### src/rtl/d_sraml2axi_pkg.sv
`default_nettype none
// ============================================================================
// Module   : d_sraml2axi_pkg
// Brief    : Shared types and AXI tie-off constants for the SRAM-like to AXI bridge.
// Revision : 1.0
// ============================================================================
package d_sraml2axi_pkg;

    typedef enum logic [2:0] {
        ST_IDLE   = 3'd0,
        ST_RD_AR  = 3'd1,
        ST_RD_R   = 3'd2,
        ST_WR_AWW = 3'd3,
        ST_WR_B   = 3'd4
    } state_e;

    localparam logic [3:0] C_AXI_LEN_SINGLE  = 4'd0;
    localparam logic [1:0] C_AXI_BURST_INCR  = 2'b01;
    localparam logic [1:0] C_AXI_LOCK_NORMAL = 2'b00;
    localparam logic [3:0] C_AXI_CACHE_NONE  = 4'b0000;
    localparam logic [2:0] C_AXI_PROT_NONE   = 3'b000;

    localparam logic [1:0] C_SIZE_BYTE = 2'd0;
    localparam logic [1:0] C_SIZE_HALF = 2'd1;
    localparam logic [1:0] C_SIZE_WORD = 2'd2;

endpackage
`default_nettype wire

### src/rtl/d_sraml2axi.sv
`default_nettype none
// ============================================================================
// Module   : d_sraml2axi
// Brief    : Single-outstanding bridge from an SRAM-like request port to AXI.
// Revision : 1.0
// ============================================================================
module d_sraml2axi
    import d_sraml2axi_pkg::*;
#(
    parameter logic [3:0] AXI_ID = 4'd1
) (
    input  logic        clk,
    input  logic        rst,

    input  logic        data_req,
    input  logic        data_wr,
    input  logic [1:0]  data_size,
    input  logic [31:0] data_addr,
    input  logic [31:0] data_wdata,
    output logic [31:0] data_rdata,
    output logic        data_addr_ok,
    output logic        data_data_ok,

    output logic [3:0]  arid,
    output logic [31:0] araddr,
    output logic [3:0]  arlen,
    output logic [2:0]  arsize,
    output logic [1:0]  arburst,
    output logic [1:0]  arlock,
    output logic [3:0]  arcache,
    output logic [2:0]  arprot,
    output logic        arvalid,
    input  logic        arready,

    input  logic [31:0] rdata,
    input  logic        rvalid,
    input  logic        rlast,
    output logic        rready,

    output logic [3:0]  awid,
    output logic [31:0] awaddr,
    output logic [3:0]  awlen,
    output logic [2:0]  awsize,
    output logic [1:0]  awburst,
    output logic [1:0]  awlock,
    output logic [3:0]  awcache,
    output logic [2:0]  awprot,
    output logic        awvalid,
    input  logic        awready,

    output logic [3:0]  wid,
    output logic [31:0] wdata,
    output logic [3:0]  wstrb,
    output logic        wlast,
    output logic        wvalid,
    input  logic        wready,

    input  logic        bvalid,
    output logic        bready
);

    function automatic logic [3:0] f_wstrb(input logic [1:0] size, input logic [1:0] addr_lo);
        logic [3:0] strb;
        case (size)
            C_SIZE_BYTE: strb = 4'b0001 << addr_lo;
            C_SIZE_HALF: strb = addr_lo[1] ? 4'b1100 : 4'b0011;
            default:     strb = 4'b1111;
        endcase
        return strb;
    endfunction

    state_e      r_state;
    state_e      w_state_nxt;
    logic [31:0] r_addr;
    logic [1:0]  r_size;
    logic        r_wr;
    logic [31:0] r_wdata;
    logic        r_aw_done;
    logic        r_w_done;

    logic        w_accept;
    logic        w_aw_fire;
    logic        w_w_fire;
    logic        w_aww_done;
    logic        w_unused_rlast;

    // Single-beat transfers only, so the last flag carries no information.
    assign w_unused_rlast = rlast;

    // Every handshake output is forced low while reset is held, even though
    // the state register only clears on the next edge.
    assign data_addr_ok = !rst && (r_state == ST_IDLE) && data_req;
    assign arvalid      = !rst && (r_state == ST_RD_AR);
    assign rready       = !rst && (r_state == ST_RD_R);
    assign awvalid      = !rst && (r_state == ST_WR_AWW) && !r_aw_done;
    assign wvalid       = !rst && (r_state == ST_WR_AWW) && !r_w_done;
    assign bready       = !rst && (r_state == ST_WR_B);
    assign data_data_ok = r_wr ? (bready && bvalid) : (rready && rvalid);
    assign data_rdata   = rdata;

    assign w_accept   = data_addr_ok;
    assign w_aw_fire  = awvalid && awready;
    assign w_w_fire   = wvalid && wready;
    assign w_aww_done = (r_aw_done || w_aw_fire) && (r_w_done || w_w_fire);

    assign arid    = AXI_ID;
    assign araddr  = r_addr;
    assign arlen   = C_AXI_LEN_SINGLE;
    assign arsize  = {1'b0, r_size};
    assign arburst = C_AXI_BURST_INCR;
    assign arlock  = C_AXI_LOCK_NORMAL;
    assign arcache = C_AXI_CACHE_NONE;
    assign arprot  = C_AXI_PROT_NONE;

    assign awid    = AXI_ID;
    assign awaddr  = r_addr;
    assign awlen   = C_AXI_LEN_SINGLE;
    assign awsize  = {1'b0, r_size};
    assign awburst = C_AXI_BURST_INCR;
    assign awlock  = C_AXI_LOCK_NORMAL;
    assign awcache = C_AXI_CACHE_NONE;
    assign awprot  = C_AXI_PROT_NONE;

    assign wid     = AXI_ID;
    assign wdata   = r_wdata;
    assign wstrb   = f_wstrb(r_size, r_addr[1:0]);
    assign wlast   = 1'b1;

    always_ff @(posedge clk) begin
        if (rst) begin
            r_state <= ST_IDLE;
        end else begin
            r_state <= w_state_nxt;
        end
    end

    always_comb begin
        w_state_nxt = r_state;
        case (r_state)
            ST_IDLE:   if (data_req) w_state_nxt = data_wr ? ST_WR_AWW : ST_RD_AR;
            ST_RD_AR:  if (arready)    w_state_nxt = ST_RD_R;
            ST_RD_R:   if (rvalid)     w_state_nxt = ST_IDLE;
            ST_WR_AWW: if (w_aww_done) w_state_nxt = ST_WR_B;
            ST_WR_B:   if (bvalid)     w_state_nxt = ST_IDLE;
            default:   w_state_nxt = ST_IDLE;
        endcase
    end

    always_ff @(posedge clk) begin
        if (rst) begin
            r_addr    <= 32'h0;
            r_size    <= 2'd0;
            r_wr      <= 1'b0;
            r_wdata   <= 32'h0;
            r_aw_done <= 1'b0;
            r_w_done  <= 1'b0;
        end else begin
            if (w_accept) begin
                r_addr  <= data_addr;
                r_size  <= data_size;
                r_wr    <= data_wr;
                r_wdata <= data_wdata;
            end
            // Done flags live only for the duration of one write address/data phase.
            if (r_state == ST_WR_AWW) begin
                if (w_aww_done) begin
                    r_aw_done <= 1'b0;
                    r_w_done  <= 1'b0;
                end else begin
                    if (w_aw_fire) r_aw_done <= 1'b1;
                    if (w_w_fire)  r_w_done  <= 1'b1;
                end
            end
        end
    end

endmodule
`default_nettype wire

### config.mk
export PLATFORM = sky130hd
export DESIGN_NAME = d_sraml2axi
export DESIGN_NICKNAME = d
export VERILOG_FILES = /design/src/rtl/d_sraml2axi_pkg.sv /design/src/rtl/d_sraml2axi.sv
export SDC_FILE = /design/constraint.sdc
export NUM_CORES = 1
export LEC_CHECK = 0
export CAP_MARGIN = 20
export CORE_AREA = 2 2 116 118
export CTS_BUF_LIST = sky130_fd_sc_hd__clkbuf_8 sky130_fd_sc_hd__clkbuf_16
export DETAILED_ROUTE_END_ITERATION = 6
export DIE_AREA = 0 0 118 120
export DONT_BUFFER_PORTS = 1
export HOLD_SLACK_MARGIN = 0.12
export PLACE_DENSITY = 0.45
export SETUP_SLACK_MARGIN = 0.1
export SLEW_MARGIN = 40
export SYNTH_ARGS = -nofsm -noshare
export SYNTH_HDL_FRONTEND = slang
export SYNTH_SLANG_ARGS = --single-unit
### constraint.sdc
create_clock -name clk -period 2.5 [get_ports clk]
set_input_delay 0.5 -clock clk [delete_from_list [all_inputs] [get_ports clk]]
set_output_delay 0.5 -clock clk [all_outputs]
set_load 0.03 [all_outputs]
==> flow_metrics.py <==
metrics = {
    "sta": {
        "slew_headroom": 0.5323,
        "finClkSkew_ps": 6.401,
        "min_period_over_period": 0.8968,
        "final_max_slew_viol_count": 0,
        "fin_crit_ps": 2242,
        "setup_tns_ps": 0,
        "worstMarginPinSlew_ps": 700.5,
        "max_clock_freq_ghz": 0.4460,
        "rsz0062_at_grt": "no",
        "hold_viol_final": 0,
        "setup_viol": 0,
    },
    "global_routing": {
        "grt_antenna_before_repair": 0,
        "grt_pass1_wl_mm": 12.37,
        "grt_max_degree": 75,
        "grt_pass1_vias": 2297,
        "gr-total-overflow": 0,
        "grt.total_usage": 0.1127,
    },
    "power": {
        "combinationalPowerShare": 0.135,
        "p_leak_nw": 1.309,
        "clkPwrFrac": 0.370,
        "total_power_mw": 3.183,
        "p_per_area_nw_per_um2": 946.8,
        "power.internal_mw": 2.046,
        "p_seq_frac": 0.495,
        "ir_drop_mv": 0.2830,
        "swShare": 0.3572,
        "switchingPower_mw": 1.137,
    },
    "logic_synthesis": {
        "ys_seq_area_frac": 0.3992,
        "yosysWarnings": 0,
        "async_reset_ff_frac": 0,
        "synth_most_common_cell": "nand2_1",
        "syn_inst": 459,
        "synth_top_cell_by_area": "dfxtp_1",
        "synth.ff_latch_count": 72,
        "synth.area.top_cells": "dfxtp_1 40%, buf_4 24%, nand2_1 14%",
        "synth_area_um2": 3611,
        "synth_flop_cell": "dfxtp_1",
        "avgSynthCellArea_um2": 7.867,
        "synth_top_area_frac": 0.3992,
        "synth_edf_count": 0,
        "ys_types": 34,
        "synthTopCellsByCount": "138 x nand2_1, 114 x buf_4, 72 x dfxtp_1, 59 x a21oi_1, 11 x a21oi_2",
    },
    "detailed_routing": {
        "route.detailed.drc": 0,
        "wire_per_inst_um": 14.31,
        "wl_mm": 8.129,
        "via_per_inst": 4.257,
        "vias": 2418,
        "ant_nets": 0,
        "drt_pass1_iterations": 4,
        "drtIter0Drc": 94,
    },
    "clock_network": {
        "ctsHtreeMaxLevel": 3,
        "cts-resized-gates": 0,
        "clk_latency_ps": 330,
        "cts_tree": "done",
        "clock-root-buffer": "clkbuf_16",
        "cts_buffers": 9,
        "cts_buffer_depth": 2,
        "hold_buffers": 0,
        "postCtsSetupBuffers": 0,
        "clkTransAtPathRegs_ps": 60,
        "clkSinkCount": 72,
    },
    "die": {
        "die_w_um": 118,
        "core_area_um2": 12980,
        "pin_count": 296,
        "die_height_um": 120,
        "start_util": 0.2782,
        "dieArea_um2": 14160,
        "placement_rows": 42,
    },
    "finish": {
        "area_growth_pct": -6.895,
        "layoutNonFillerInstCount": 568,
        "layout-drive-gt1-share": 0.1046,
        "nets": 495,
        "antenna_cells": 0,
    },
    "place": {
        "io_buffer_count": 0,
        "place_inst": 552,
        "place.gp.congestion": 0.7294,
        "hpwlAfterDp_mm": 5.666,
    },
    "worst_setup_path": {
        "critPathRequiredTime_ps": 2000,
        "cp-end-kind": "output port",
        "start_kind": "flop",
        "arrival_ps": 1740,
        "worstSetupPathType": "reg2out",
        "critPathMaxFanout": 10,
    },
    "job": {
        "cap_violations": 0,
    },
    "status": {
        "status": "completed",
    },
    "worst_hold_path": {
        "hold_class": "in2reg",
    },
}
[power by group through the flow]
| stage | Combinational, mW | Clock [mW] | Sequential (mW) |
|---|---|---|---|
| 6_report | 0.430 | 1.18 | 1.58 |
| 5_1_grt | 0.485 | 1.27 | 1.59 |
| 4_1_cts | 0.436 | 1.23 | 1.58 |
| 3_5_place_dp | 0.436 | 0 | 1.60 |
| 3_3_place_gp | 0.428 | 0 | 1.60 |
| 2_1_floorplan | 0.704 | 0 | 1.49 |
[state kept, by name, summed over array words and instances (netlist names)]
signal	cells
r_aw_done	1
r_size	2
wdata	32
r_w_done	1
r_wr	1
r_state	3
araddr	32
[final cells by class]
class                      count  area [um2]
clock buffer                  10       239.0
clock inverter                 6       35.03
fill                        1461        9618
inverter                       3       11.26
multi-input combinational    291        1328
sequential                    72        1441
tap                          176       220.2
timing repair buffer          10       87.58
[worst max-delay path, stage by stage, from the launching register on]
cell and delay [ps]:
dfxtp_1 530, nor2b_1 330, nand2_1 110, nor2_1 440
[per-stage QoR]
stage               utilization  worst slack (ps)  hold WS, ps  instance area (um2)
CTS                      0.2590             236.4        206.7                 3362
global route             0.2590             101.4        208.5                 3362
finish                   0.2590             258.1        220.8                 3362
floorplan                     -             439.4        449.8                 3772
detailed placement       0.2379             616.2        476.2                 3088
global placement         0.2379             655.2        468.5                 3088
[layout by cell type (no fill, tap or decap), types with 3 or more instances in the layout]
cell	n
nand2_1	138
inv_1	3
nor2_1	8
a21oi_2	11
clkbuf_16	9
a21oi_1	59
conb_1	45
and2_1	3
clkinv_2	3
buf_4	9
a21o_1	3
dfxtp_1	72
[kinds of logic after synthesis]
kind of cell | count (synthesis) | share of synthesized area
mux | 1 | 0.002772
buf+inv | 139 | 0.2796
compound gates | 84 | 0.1372
flops | 72 | 0.3992
simple gates | 161 | 0.1791
other cells | 2 | 0.002080
[worst paths after layout]
kind,startpoint,endpoint,slack (ps),cells after the start
min reg2reg,r_wr,r_wr,490,2
min,rst,wdata[16],220,1
max reg2reg,r_state[2],araddr[1],760,5
max,r_state[0],awvalid,260,3
[layer usage]
metal / up-vias / global-route usage / share of wire
met1: 1088 / 0.1189 / 0.39
met2: 134 / 0.1897 / 0.50
met4: 0 / 0.07605 / 0.032
li1: 1161 / - / -
met3: 35 / 0.03945 / 0.085
met5: - / 0 / 0
Note: power is estimated with default switching activity, not from simulation.
